`src/rtl/ysyx_24100006_ifu_ctrl.sv`:
```
// Instruction fetch controller: one AXI-lite style read per instruction, handed to decode,
// then parked until write-back supplies the next PC.
module ysyx_24100006_ifu_ctrl #(
    parameter logic [31:0] RESET_PC = 32'h8000_0000
) (
    input  logic        clk,
    input  logic        rst_n,
    output logic        im_arvalid,
    input  logic        im_arready,
    output logic [31:0] im_araddr,
    input  logic        im_rvalid,
    output logic        im_rready,
    input  logic [31:0] im_rdata,
    input  logic [1:0]  im_rresp,
    output logic        if_valid,
    input  logic        id_ready,
    output logic [31:0] if_inst,
    output logic [31:0] if_pc,
    output logic        if_fault,
    input  logic        wb_valid,
    input  logic [31:0] wb_dnpc,
    output logic [31:0] fetch_cnt
);

    typedef enum logic [1:0] {StAr, StR, StOut, StWait} state_t;

    state_t      state;
    logic [31:0] pc;
    logic [31:0] inst;
    logic        fault;
    logic [31:0] cnt;
    logic        arvalid;
    logic        rready;
    logic        ifvalid;

    // Handshake outputs are registered so they are all low while reset is held.
    always_ff @(posedge clk or negedge rst_n) begin
        if (!rst_n) begin
            state   <= StAr;
            pc      <= RESET_PC;
            inst    <= 32'h0;
            fault   <= 1'b0;
            cnt     <= 32'h0;
            arvalid <= 1'b0;
            rready  <= 1'b0;
            ifvalid <= 1'b0;
        end else begin
            case (state)
                StAr: begin
                    if (arvalid && im_arready) begin
                        state   <= StR;
                        arvalid <= 1'b0;
                        rready  <= 1'b1;
                    end else begin
                        arvalid <= 1'b1;
                    end
                end
                StR: begin
                    if (im_rvalid) begin
                        state   <= StOut;
                        inst    <= im_rdata;
                        fault   <= (im_rresp != 2'b00);
                        rready  <= 1'b0;
                        ifvalid <= 1'b1;
                    end
                end
                StOut: begin
                    if (id_ready) begin
                        state   <= StWait;
                        ifvalid <= 1'b0;
                        cnt     <= cnt + 32'd1;
                    end
                end
                StWait: begin
                    if (wb_valid) begin
                        pc <= wb_dnpc;
                        if (wb_dnpc[1:0] == 2'b00) begin
                            state   <= StAr;
                            arvalid <= 1'b1;
                        end else begin
                            // Misaligned target: report a fault without touching memory.
                            state   <= StOut;
                            inst    <= 32'h0;
                            fault   <= 1'b1;
                            ifvalid <= 1'b1;
                        end
                    end
                end
                default: begin
                    state <= StAr;
                end
            endcase
        end
    end

    assign im_arvalid = arvalid;
    assign im_araddr  = pc;
    assign im_rready  = rready;
    assign if_valid   = ifvalid;
    assign if_inst    = inst;
    assign if_pc      = pc;
    assign if_fault   = fault;
    assign fetch_cnt  = cnt;

endmodule
```
`config.mk`:
```
export PLATFORM = sky130hd
export DESIGN_NAME = ysyx_24100006_ifu_ctrl
export DESIGN_NICKNAME = d
export VERILOG_FILES = /design/src/rtl/ysyx_24100006_ifu_ctrl.sv
export SDC_FILE = /design/constraint.sdc
export NUM_CORES = 1
export LEC_CHECK = 0
export ABC_AREA = 1
export CORE_UTILIZATION = 40
export CTS_CLUSTER_SIZE = 20
export DETAILED_ROUTE_END_ITERATION = 12
export PLACE_DENSITY_LB_ADDON = 0.15
export SYNTH_ARGS = -nofsm -noshare
export SYNTH_HDL_FRONTEND = slang
export SYNTH_SLANG_ARGS = --single-unit
```
`constraint.sdc`:
```
create_clock -name clk -period 2.71 [get_ports clk]
set_input_delay 0.542 -clock clk [delete_from_list [all_inputs] [get_ports clk]]
set_output_delay 0.542 -clock clk [all_outputs]
set_load 0.1 [all_outputs]
```
# ---- Word level (Yosys, flattened, before mapping)
# Cells that the tools add are included.
dict set report classes {
  add_sub_neg 1
  eq_ne 9
  n_mux 24
  reduce_logical 15
}
# operator count
set ops {}
lappend ops {{32-bit 2-to-1 mux} 3}
lappend ops {{32-bit case mux with 2 select lines} 1}
lappend ops {{32-bit by 1-bit adder with 32-bit output, second input constant} 1}
lappend ops {{2-bit inequality test, second input constant} 6}
lappend ops {{1-bit 2-to-1 mux} 10}
lappend ops {{2-bit 2-to-1 mux} 5}
lappend ops {{2-bit case mux with 4 select lines} 1}
lappend ops {{4-bit AND reduction} 2}
lappend ops {{2-bit nonzero test} 4}
lappend ops {{1-bit case mux with 2 select lines} 3}
lappend ops {{3-bit AND reduction} 2}
lappend ops {{5-bit AND reduction} 1}
lappend ops {{2-bit == test, second input constant} 2}
lappend ops {{2-bit logical NOT} 2}
lappend ops {{2-bit AND reduction} 2}
lappend ops {{1-bit case mux with 3 select lines} 1}
lappend ops {{3-bit nonzero test} 1}
lappend ops {{2-bit by 1-bit == test with 1-bit output, second input constant} 1}
lappend ops {{1-bit logical AND} 1}
dict set report word_totals {
  ff_bits 102
  in_bits 72
  elab_cells 57
}

# ---- Longest topological paths before layout
# Gate-level depths: netlist (run 1).
dict set report depth {
  depth_word 4
  depth_mapped 11
}

# ---- Worst setup path before layout (run 1)
# No wires, ideal clock.
dict set report synth_timing {
  kind {reg2reg}
  startpoint {register cnt[4] (netlist: fetch_cnt[4])}
  endpoint {register cnt[13] (netlist: fetch_cnt[13])}
  setup_ns 0.159
  arrival_time_ns 1.934
  path_slack_ns 0.617
  path_stages_with_launch 7
  period_less_slack_ns 2.093
  path_cell_list {dfrtp_1 > nand2_1 > nor2_1 > nand3_1 > nor2_2 > nand2_1 > xnor2_1}
}
dict set report synth_between {
  elab_chain_len 1
}
# item line
set synth_lines {}
lappend synth_lines {{start: declaration} 31} ;# logic [31:0] cnt;
lappend synth_lines {{start signal: assignment} 71} ;# cnt <= cnt + 32'd1;
lappend synth_lines {{32-bit by 1-bit adder with 32-bit output} 71}
# Every way passes these cells.
# A chain may end at the register's enable or synchronous reset.

# ---- Worst setup path after layout (run 1)
dict set report layout_timing {
  startpoint {input port wb_valid}
  endpoint {register inst[7] (netlist: if_inst[7])}
}
dict set report layout_between {
  elab_chain_len 2
}
# item line
set layout_lines {}
lappend layout_lines {{start: declaration} 20} ;# input logic wb_valid,
lappend layout_lines {{2-bit inequality test (no line)} -}
lappend layout_lines {{4-bit AND reduction (no line)} -}
lappend layout_lines {{end signal: assignment} 61} ;# inst <= im_rdata;
lappend layout_lines {{end: declaration} 29} ;# logic [31:0] inst;
# Every way passes these cells.

==> out/metrics.csv, run 1 <==
stage;metric;value;unit
route;antenna viol nets, final;0;
synthesis;syn_nets;576;
layout;area delta synth->final;40.4;%
cts;CTS Sinks;102;
timing;Fin. Hold Viols;0;
floorplanning;core area;11500;um^2
synthesis;Syn Inst Count;503;
global_route;largest net degree at the start of global routing;48;
cts;TritonCTS clock tree;yes;
route;drc violations;40;
layout;# diodes;0;
synthesis;number of enable flip-flop cells after synthesis;0;
synthesis;dominant register cell in the synthesized netlist;dfrtp_1;
synthesis;area leader, netlist;dfrtp_1;
cts;H-tree Lvls;3;
status;violations in the final reports;DRC;
cts;Worst-Skew Late Latency;330;ps
synthesis;synth cell count leaders;147 x nand2_1, 101 x dfrtp_1, 39 x nor2_1, 34 x buf_4, 32 x mux2_2;
worst_setup_path;Buf/Inv on CP;3;
route;Vias;3910;
worst_setup_path;CP cell instances;clkdlybuf4s50_1 > inv_1 > nand2_2 > nand2_1 > nor2_4 > nand3_2 > buf_12 > nand2_1 > o21ai_2;
worst_hold_path;worst hold path type;primary input to async pin;
worst_setup_path;Crit path largest cell delay;470;ps
cts;clock tree buffer depth;2;
global_route;gr ovfl total;0;
worst_setup_path;Worst EP arrival;2200;ps
timing;worst-margin pin slew;488;ps
route;routed len/inst;14.2;um
synthesis;top cells by area, synth;dfrtp_1 53%, nand2_1 12%, mux2_2 7.6%;
worst_setup_path;Crit Path Max Fanout;24;
cts;Num CTS Buffers;9;
synthesis;FFs w/ async S/R, synth;1.00;
layout;layout cells sized above 1;0.302;
synthesis;synthesized cell area;4760;um^2
synthesis;post-synthesis area per instance;9.47;um^2
worst_setup_path;startpoint types;primary input;
floorplanning;Die ar.;12300;um^2
synthesis;register area share after synthesis;0.536;
placed_design;pre-CTS WS;385;ps
route;Via-to-Cell Ratio;4.75;
timing;unrepaired setup endpoints after global routing;no;
timing;Slew Limit Fails;0;
global_route;vias in the first global route;3784;
route;drt pass-1 iters;8;
cts;# hold bufs at CTS;0;
cts;clock slew at reported path FFs;70;ps
timing;Final min period;1980;ps
global_route;first-pass GRT wire length;19.0;mm
global_route;initial antenna violation count;0;
route;Routed WL;11.7;mm
synthesis;most frequent cell after synthesis;nand2_1;
worst_setup_path;Top delay family on crit path;buffers and inverters;
cts;post-CTS setup repair buffer count;0;
synthesis;YS warnings;0;
worst_setup_path;cell mode on critical path;nand2_1;
floorplanning;FP Rows;39;
placed_design;Final HPWL DP;8.90;mm
flow_run;max-cap violation count;0;
floorplanning;Initial Util;0.414;
placed_design;RePlAce Congestion;0.815;
timing;fmax;505;MHz
floorplanning;Die Height;111;um
floorplanning;die span in x;111;um
worst_setup_path;Setup CP Type;primary input to flip-flop;
status;run status;finished with violations;
cts;Post-CTS Resized;0;
synthesis;Synth Register Bits;102;
timing;# setup viols final;0;
cts;CTS root buf;clkbuf_16;
timing;Slew Limit Headroom;0.675;
synthesis;post-synth top area share;0.531;
global_route;total track usage;0.192;
timing;crit share post-route;0.731;
worst_setup_path;CP max stage cell;clkdlybuf4s50_1;
timing;clk_skew;12.5;ps
floorplanning;I/O pins;204;
synthesis;Netlist cell types;31;
worst_setup_path;Crit path required time;2930;ps
layout;Layout Nets;749;
placed_design;input/output buffers;203;
worst_setup_path;CP endpoint kind;flip-flop;
route;DR iter-0 viols;191;
timing;final worst slack;730;ps
timing;setup TNS;0;ps
==> cell families (layout without fill, tap and decap cells) <==
logic type	count (synthesis)	after routing	synth area share
adders and majority gates	1	1	0.00263
muxes	32	32	0.0757
and+or+nand+nor	229	229	0.204
AOI/OAI and AO/OA	38	38	0.0444
buffers and inverters	79	257	0.0967
DFF	102	102	0.536
xor gates and xnor gates	22	22	0.0405
==> final cells by class <==
class / instances / area [um^2]
clock buffers: 10 / 229
clock inverters: 6 / 73.8
fillers: 1038 / 4830
inverters: 32 / 120
multi-input cells: 322 / 1750
flip-flops and latches: 102 / 2550
well taps: 143 / 179
repair buffers: 209 / 1780
==> sequential cells by signal, indices dropped and copies added, names as in the netlist <==
name and cells:
fetch_cnt 32, if_inst 32, if_pc 32, state 2, if_fault 1, if_valid 1, im_arvalid 1, im_rready 1
==> layer usage <==
metal  track usage  vias to the layer above  part of all wire
met5             0                        -                 0
met4        0.0514                        0             0.012
met3        0.0339                        9             0.066
met2         0.340                      146              0.49
met1         0.242                     1835              0.43
li1              -                     1920                 -
==> worst paths after layout <==
check	from	endpoint	slack, ps	depth (start not counted)
min in group clk	if_inst[6]	if_inst[6]	490	2
min	rst_n	if_pc[23]	160	1
max reg2reg	state[1]	if_inst[7]	810	8
max	wb_valid	if_inst[7]	730	9
min reg2reg	if_inst[6]	if_inst[6]	490	2
max in group asynchronous	rst_n	if_pc[31]	1820	2
==> placed cells by master, fill, tap and decap left out, drive strengths merged <==
cell and instances:
dfstp 1, ha 1, inv 36, nand4 8, clkdlybuf4s50 70, nand3b 2
clkbuf 10, a21o 1, nand3 19, nor2 45, nor4 1, a21oi 2
xnor2 10, bufinv 1, mux2 32, dfrtp 101, o21ai 35, buf 139
xor2 12, nor3 5, nand2 149, clkinv 1
==> per-stage QoR <==
stage | std cells | area, um^2 | util | hold WS, ps
floorplan | 503 | 4760 | - | 246
global placement | 808 | 6380 | 0.554 | 470
detailed placement | 808 | 6380 | 0.554 | 473
CTS | 824 | 6690 | 0.581 | 176
global route | 824 | 6690 | 0.581 | 188
finish | 824 | 6690 | 0.581 | 164
Power of run 1 is left out: the tool's default activity adds up to more than one toggle a clock period on the data nets, which glitch-free logic cannot reach.
==> run 2, diff against run 1 <==
==> constraint.sdc (replaced) <==
create_clock -name clk -period 2 [get_ports clk]
set_input_delay 0.4 -clock clk [delete_from_list [all_inputs] [get_ports clk]]
set_output_delay 0.4 -clock clk [all_outputs]
set_load 0.1 [all_outputs]
==> run 2 against run 1 <==
  * The flow still finishes with violations (DRC)
  * Routed wire length down 3.2%
  * Global-route usage up 0.15 points
  * Final cell count up 0.36%
  * Core utilization up 1.9 points
  * Worst setup slack worse by 310 ps
  * Sequential share of layout area down 1.0 points
  * Critical path depth down 3
==> out/metrics.csv, run 2 (synthesis gave the netlist of run 1 again) <==
stage;metric;value;unit;change
worst_setup_path;Crit Path Max Fanout;8;;-67%
placed_design;Final HPWL DP;8.58;mm;-3.6%
status;run status;finished with violations;;
cts;CTS Sinks;102;;unchanged
cts;clock slew at reported path FFs;70;ps;about the same
floorplanning;I/O pins;204;;unchanged
layout;layout cells sized above 1;0.317;;+0.0148
global_route;largest net degree at the start of global routing;68;;+42%
worst_setup_path;cell mode on critical path;nand2_1;;
timing;Slew Limit Fails;0;;unchanged
layout;# diodes;0;;unchanged
floorplanning;FP Rows;39;;unchanged
timing;unrepaired setup endpoints after global routing;no;;
timing;Fin. Hold Viols;0;;unchanged
route;drt pass-1 iters;8;;unchanged
cts;Post-CTS Resized;0;;unchanged
placed_design;RePlAce Congestion;0.820;;+0.72%
timing;crit share post-route;0.791;;
flow_run;max-cap violation count;0;;unchanged
global_route;total track usage;0.194;;+0.00150
worst_setup_path;RR Endpoint;fetch_cnt[13];;
worst_setup_path;Setup CP Type;flip-flop to flip-flop;;
global_route;gr ovfl total;0;;unchanged
global_route;vias in the first global route;3816;;+0.85%
route;antenna viol nets, final;0;;unchanged
layout;Layout Nets;752;;+0.40%
layout;area delta synth->final;44.9;%;
floorplanning;Die ar.;12300;um^2;unchanged
worst_setup_path;Crit path largest cell delay;520;ps;+50 ps
worst_hold_path;worst hold path type;primary input to async pin;;
worst_setup_path;Buf/Inv on CP;0;;-3
worst_setup_path;Top delay family on crit path;simple AND/OR/NAND/NOR gates;;
placed_design;input/output buffers;203;;unchanged
timing;Slew Limit Headroom;0.682;;+0.00669
cts;CTS root buf;clkbuf_16;;
worst_setup_path;CP cell instances;nand2_1 > nor2_1 > nand3_1 > nor2_2 > nand2_1 > xnor2_1;;
worst_setup_path;reg2reg path depth;6;;-2
worst_setup_path;RR Startpoint;fetch_cnt[3];;
cts;Num CTS Buffers;9;;unchanged
worst_setup_path;CP max stage cell;dfrtp_1;;
route;drc violations;40;;unchanged
timing;Final min period;1580;ps;
floorplanning;core area;11500;um^2;unchanged
route;DR iter-0 viols;192;;+0.52%
worst_setup_path;Worst EP arrival;1800;ps;-400 ps
worst_setup_path;CP endpoint kind;flip-flop;;
layout;Layout fillers;1023;;-1.4%
floorplanning;die span in x;111;um;unchanged
route;Via-to-Cell Ratio;4.73;;-0.31%
worst_setup_path;FF-to-FF setup slack;420;ps;-390 ps
worst_setup_path;Crit path required time;2220;ps;-710 ps
layout;most frequent cells in the layout;147 x nand2_1, 127 x buf_4, 93 x dfrtp_1;;
cts;TritonCTS clock tree;yes;;
cts;Worst-Skew Late Latency;330;ps;about the same
worst_setup_path;startpoint types;flip-flop;;
global_route;initial antenna violation count;0;;unchanged
route;Vias;3912;;+0.051%
cts;post-CTS setup repair buffer count;0;;unchanged
floorplanning;Initial Util;0.414;;unchanged
route;routed len/inst;13.7;um;-3.6%
timing;worst-margin pin slew;478;ps;-10.0 ps
cts;H-tree Lvls;3;;unchanged
cts;clock tree buffer depth;2;;unchanged
layout;most common cell after layout, fill and taps aside;nand2_1;;
status;violations in the final reports;DRC;;
timing;clk_skew;10.3;ps;-2.24 ps
global_route;first-pass GRT wire length;19.0;mm;about the same
cts;# hold bufs at CTS;0;;unchanged
floorplanning;Die Height;111;um;unchanged
route;Routed WL;11.3;mm;-3.2%
timing;fmax;632;MHz;
timing;setup TNS;0;ps;unchanged
worst_setup_path;crit path launch;fetch_cnt[3];;
timing;# setup viols final;0;;unchanged
[run 2: cell types whose count changed in the layout (fill, tap and decap cells not counted), sizes merged]
cell    before  now
inv         36   32
buf        139  142
clkbuf      10   13
bufinv       1    2
[run 2: metrics by stage]
| stage | worst slack (ps) | std cells | utilization | instance area (um^2) | hold slack (ps) |
|---|---|---|---|---|---|
| floorplan | 8.88 | 503 | - | 4770 | 104 |
| global placement | 178 | 811 | 0.570 | 6570 | 389 |
| detailed placement | 155 | 811 | 0.570 | 6570 | 398 |
| CTS | 406 | 827 | 0.599 | 6900 | 35.1 |
| global route | 248 | 827 | 0.599 | 6900 | 55.3 |
| finish | 418 | 827 | 0.599 | 6900 | 23.0 |
[run 2: layer usage]
layer	global-route usage	routed length [um]	vias up
li1	-	-	1932
met1	0.253	4900	1831
met2	0.315	5410	132
met3	0.0377	731	17
met4	0.0838	247	0
met5	0	0	-
[run 2: area by class of cell]
class                      instances  area [um^2]  share of cell area
clock buffer                      13          270              0.0392
clock inverter                     3         65.1             0.00943
inverter                          32          120              0.0174
multi-input combinational        322         1750               0.253
sequential                       102         2560               0.372
tap                              143          179              0.0259
timing repair buffer             212         1950               0.283
[run 2: worst max path at each step]
stage | end | slack, ps | cells past startpoint
detailed placement | if_inst[19] | 160 | 9
global route | fetch_cnt[13] | 250 | 6
floorplan | fetch_cnt[13] | 9 | 6
CTS | fetch_cnt[13] | 410 | 6
finish | fetch_cnt[13] | 420 | 6
global placement | fetch_cnt[24] | 180 | 8
Power of run 2 is left out for the same reason.
==> run 3, diff against run 2 <==
--- a/config.mk
+++ b/config.mk
@@ -6,7 +6,7 @@
 export NUM_CORES = 1
 export LEC_CHECK = 0
 export ABC_AREA = 1
-export CORE_UTILIZATION = 40
+export CORE_UTILIZATION = 39
 export CTS_CLUSTER_SIZE = 20
 export DETAILED_ROUTE_END_ITERATION = 12
 export PLACE_DENSITY_LB_ADDON = 0.15
==> constraint.sdc (replaced) <==
create_clock -name clk -period 1.4 [get_ports clk]
set_input_delay 0.28 -clock clk [delete_from_list [all_inputs] [get_ports clk]]
set_output_delay 0.28 -clock clk [all_outputs]
set_load 0.1 [all_outputs]
==> run 3 against run 2 <==
  * The run ends with setup timing left
  * Count of clock-buffer cells in the layout grew 2
  * Worst setup slack lost 610 ps
  * Non-clock buffer count grew 40
==> out/metrics.csv, run 3 (synthesis gave the netlist of run 1 again) <==
stage;metric;value;unit;change
placed_design;RePlAce Congestion;0.867;;+5.6%
timing;setup TNS;-4510;ps;-4510 ps
cts;Worst-Skew Late Latency;350;ps;+20 ps
timing;fmax;630;MHz;-0.39%
placed_design;pre-CTS WS;-335;ps;-490 ps
worst_setup_path;Crit path largest cell delay;470;ps;-50 ps
layout;area delta synth->final;97.6;%;
worst_setup_path;startpoint types;flip-flop;;
worst_setup_path;reg2reg path depth;9;;+3
global_route;initial antenna violation count;0;;unchanged
timing;unrepaired setup endpoints after global routing;yes;;
timing;worst-margin pin slew;343;ps;-135 ps
timing;# setup viols final;81;;+81
route;Via-to-Cell Ratio;5.07;;+7.1%
route;Vias;4397;;+12%
floorplanning;Initial Util;0.408;;-0.00519
layout;Final Instance Count excl. Fillers;868;;+5.0%
floorplanning;FP Rows;39;;unchanged
global_route;vias in the first global route;4325;;+13%
timing;final worst slack;-188;ps;-606 ps
cts;H-tree Lvls;3;;unchanged
cts;CTS Sinks;102;;unchanged
placed_design;input/output buffers;203;;unchanged
worst_setup_path;cell mode on critical path;nand2_4;;
route;Routed WL;15.5;mm;+38%
timing;Slew Limit Fails;0;;unchanged
worst_setup_path;CP Depth;9;;+3
layout;layout cells sized above 1;0.549;;+0.232
status;run status;finished with violations;;
worst_setup_path;CP endpoint kind;flip-flop;;
worst_hold_path;hold path startpoint;im_rdata[10];;
route;DR iter-0 viols;183;;-4.7%
timing;clk_skew;6.33;ps;-3.92 ps
global_route;first-pass GRT wire length;22.3;mm;+17%
worst_setup_path;crit path launch;state[1];;
cts;Num CTS Buffers;9;;unchanged
global_route;total track usage;0.229;;+0.0348
route;drt pass-1 iters;4;;-4
cts;TritonCTS clock tree;yes;;
worst_setup_path;Setup CP Type;flip-flop to flip-flop;;
floorplanning;I/O pins;204;;unchanged
global_route;gr ovfl total;0;;unchanged
worst_setup_path;RR Endpoint;if_inst[3];;
route;routed len/inst;17.9;um;+31%
route;drc violations;0;;-100%
timing;crit share post-route;1.13;;+0.343
timing;Final min period;1590;ps;+6.14 ps
timing;Fin. Hold Viols;0;;unchanged
placed_design;dpl cells;826;;+1.8%
status;violations in the final reports;setup timing;;
floorplanning;Die Height;113;um;+1.3%
worst_setup_path;CP max stage cell;dfrtp_2;;
layout;most common cell after layout, fill and taps aside;buf_12;;
route;antenna viol nets, final;0;;unchanged
floorplanning;die span in x;113;um;+1.3%
worst_setup_path;CP cell instances;nand2_4 > inv_4 > nand2_4 > nand2_2 > nor2_4 > nand3_4 > buf_12 > clkbuf_16 > o21ai_1;;
worst_setup_path;Worst EP arrival;1840;ps;+40 ps
floorplanning;core area;11700;um^2;+1.3%
worst_setup_path;Buf/Inv on CP;3;;+3
worst_setup_path;Crit Path Max Fanout;8;;unchanged
layout;# diodes;0;;unchanged
placed_design;Final HPWL DP;10.4;mm;+22%
worst_setup_path;Top delay family on crit path;flip-flops;;
worst_setup_path;Crit path required time;1650;ps;-570 ps
floorplanning;Die ar.;12700;um^2;+2.5%
global_route;largest net degree at the start of global routing;47;;-31%
cts;clock tree buffer depth;2;;unchanged
layout;most frequent cells in the layout;140 x buf_12, 104 x nand2_1, 70 x clkdlybuf4s50_1;;
worst_setup_path;crit path capture;if_inst[3];;
layout;Layout Nets;793;;+5.5%
worst_setup_path;RR Startpoint;state[1];;
worst_setup_path;FF-to-FF setup slack;-190;ps;-610 ps
cts;CTS root buf;clkbuf_16;;
timing;Slew Limit Headroom;0.769;;+0.0879
worst_hold_path;Min-Delay Path Depth;3;;
worst_hold_path;worst hold path type;primary input to flip-flop;;
flow_run;max-cap violation count;0;;unchanged
cts;clock slew at reported path FFs;70;ps;about the same
==> run 3: worst min-delay path by stage <==
stage	to
final	if_inst[10]
after global routing	if_inst[10]
after CTS	if_inst[16]
after detailed placement	if_pc[0]
after global placement	if_pc[0]
after floorplan	fetch_cnt[29]
==> run 3: routing by layer <==
metal	GRT usage	vias up	routed length, um
li1	-	2008	-
met1	0.265	2180	5750
met2	0.402	175	8420
met3	0.0621	34	916
met4	0.0907	0	439
met5	0	-	0
==> run 3: repair_timing <==
action / 4_1_cts / 5_1_grt
gates resized for setup: 25 / 59
pin swaps: 5 / 23
buffers inserted: 6 / 12
endpoints found under the setup margin: 88 / 98
cloned: 2 / 5
hold buffers: 1 / 0
hold endpoints to repair: 101 / 0
==> run 3: metrics by stage <==
| step | area, um^2 | hold slack, ps | util |
|---|---|---|---|
| 6_report | 9410 | 494 | 0.807 |
| 5_1_grt | 9410 | 500 | 0.807 |
| 4_1_cts | 9000 | 484 | 0.772 |
| 3_5_place_dp | 8530 | 286 | 0.732 |
| 3_3_place_gp | 8530 | 275 | 0.732 |
| 2_1_floorplan | 5110 | -15.6 | - |
==> run 3: layout make-up <==
| type | count | area, um^2 |
|---|---|---|
| repair inverters | 1 | 6.26 |
| inverters | 32 | 130 |
| clock inverters | 1 | 5.00 |
| well taps | 143 | 179 |
| repair buffers | 252 | 3930 |
| fillers | 637 | 2250 |
| flip-flops and latches | 102 | 2710 |
| multi-input cells | 322 | 2180 |
| clock buffers | 15 | 268 |
==> run 3: tightest hold or removal path, cell delays in order <==
cell and delay [ps]:
clkdlybuf4s50_1 400, nand2_1 60, o21ai_1 60
Power of run 3 is left out for the same reason.
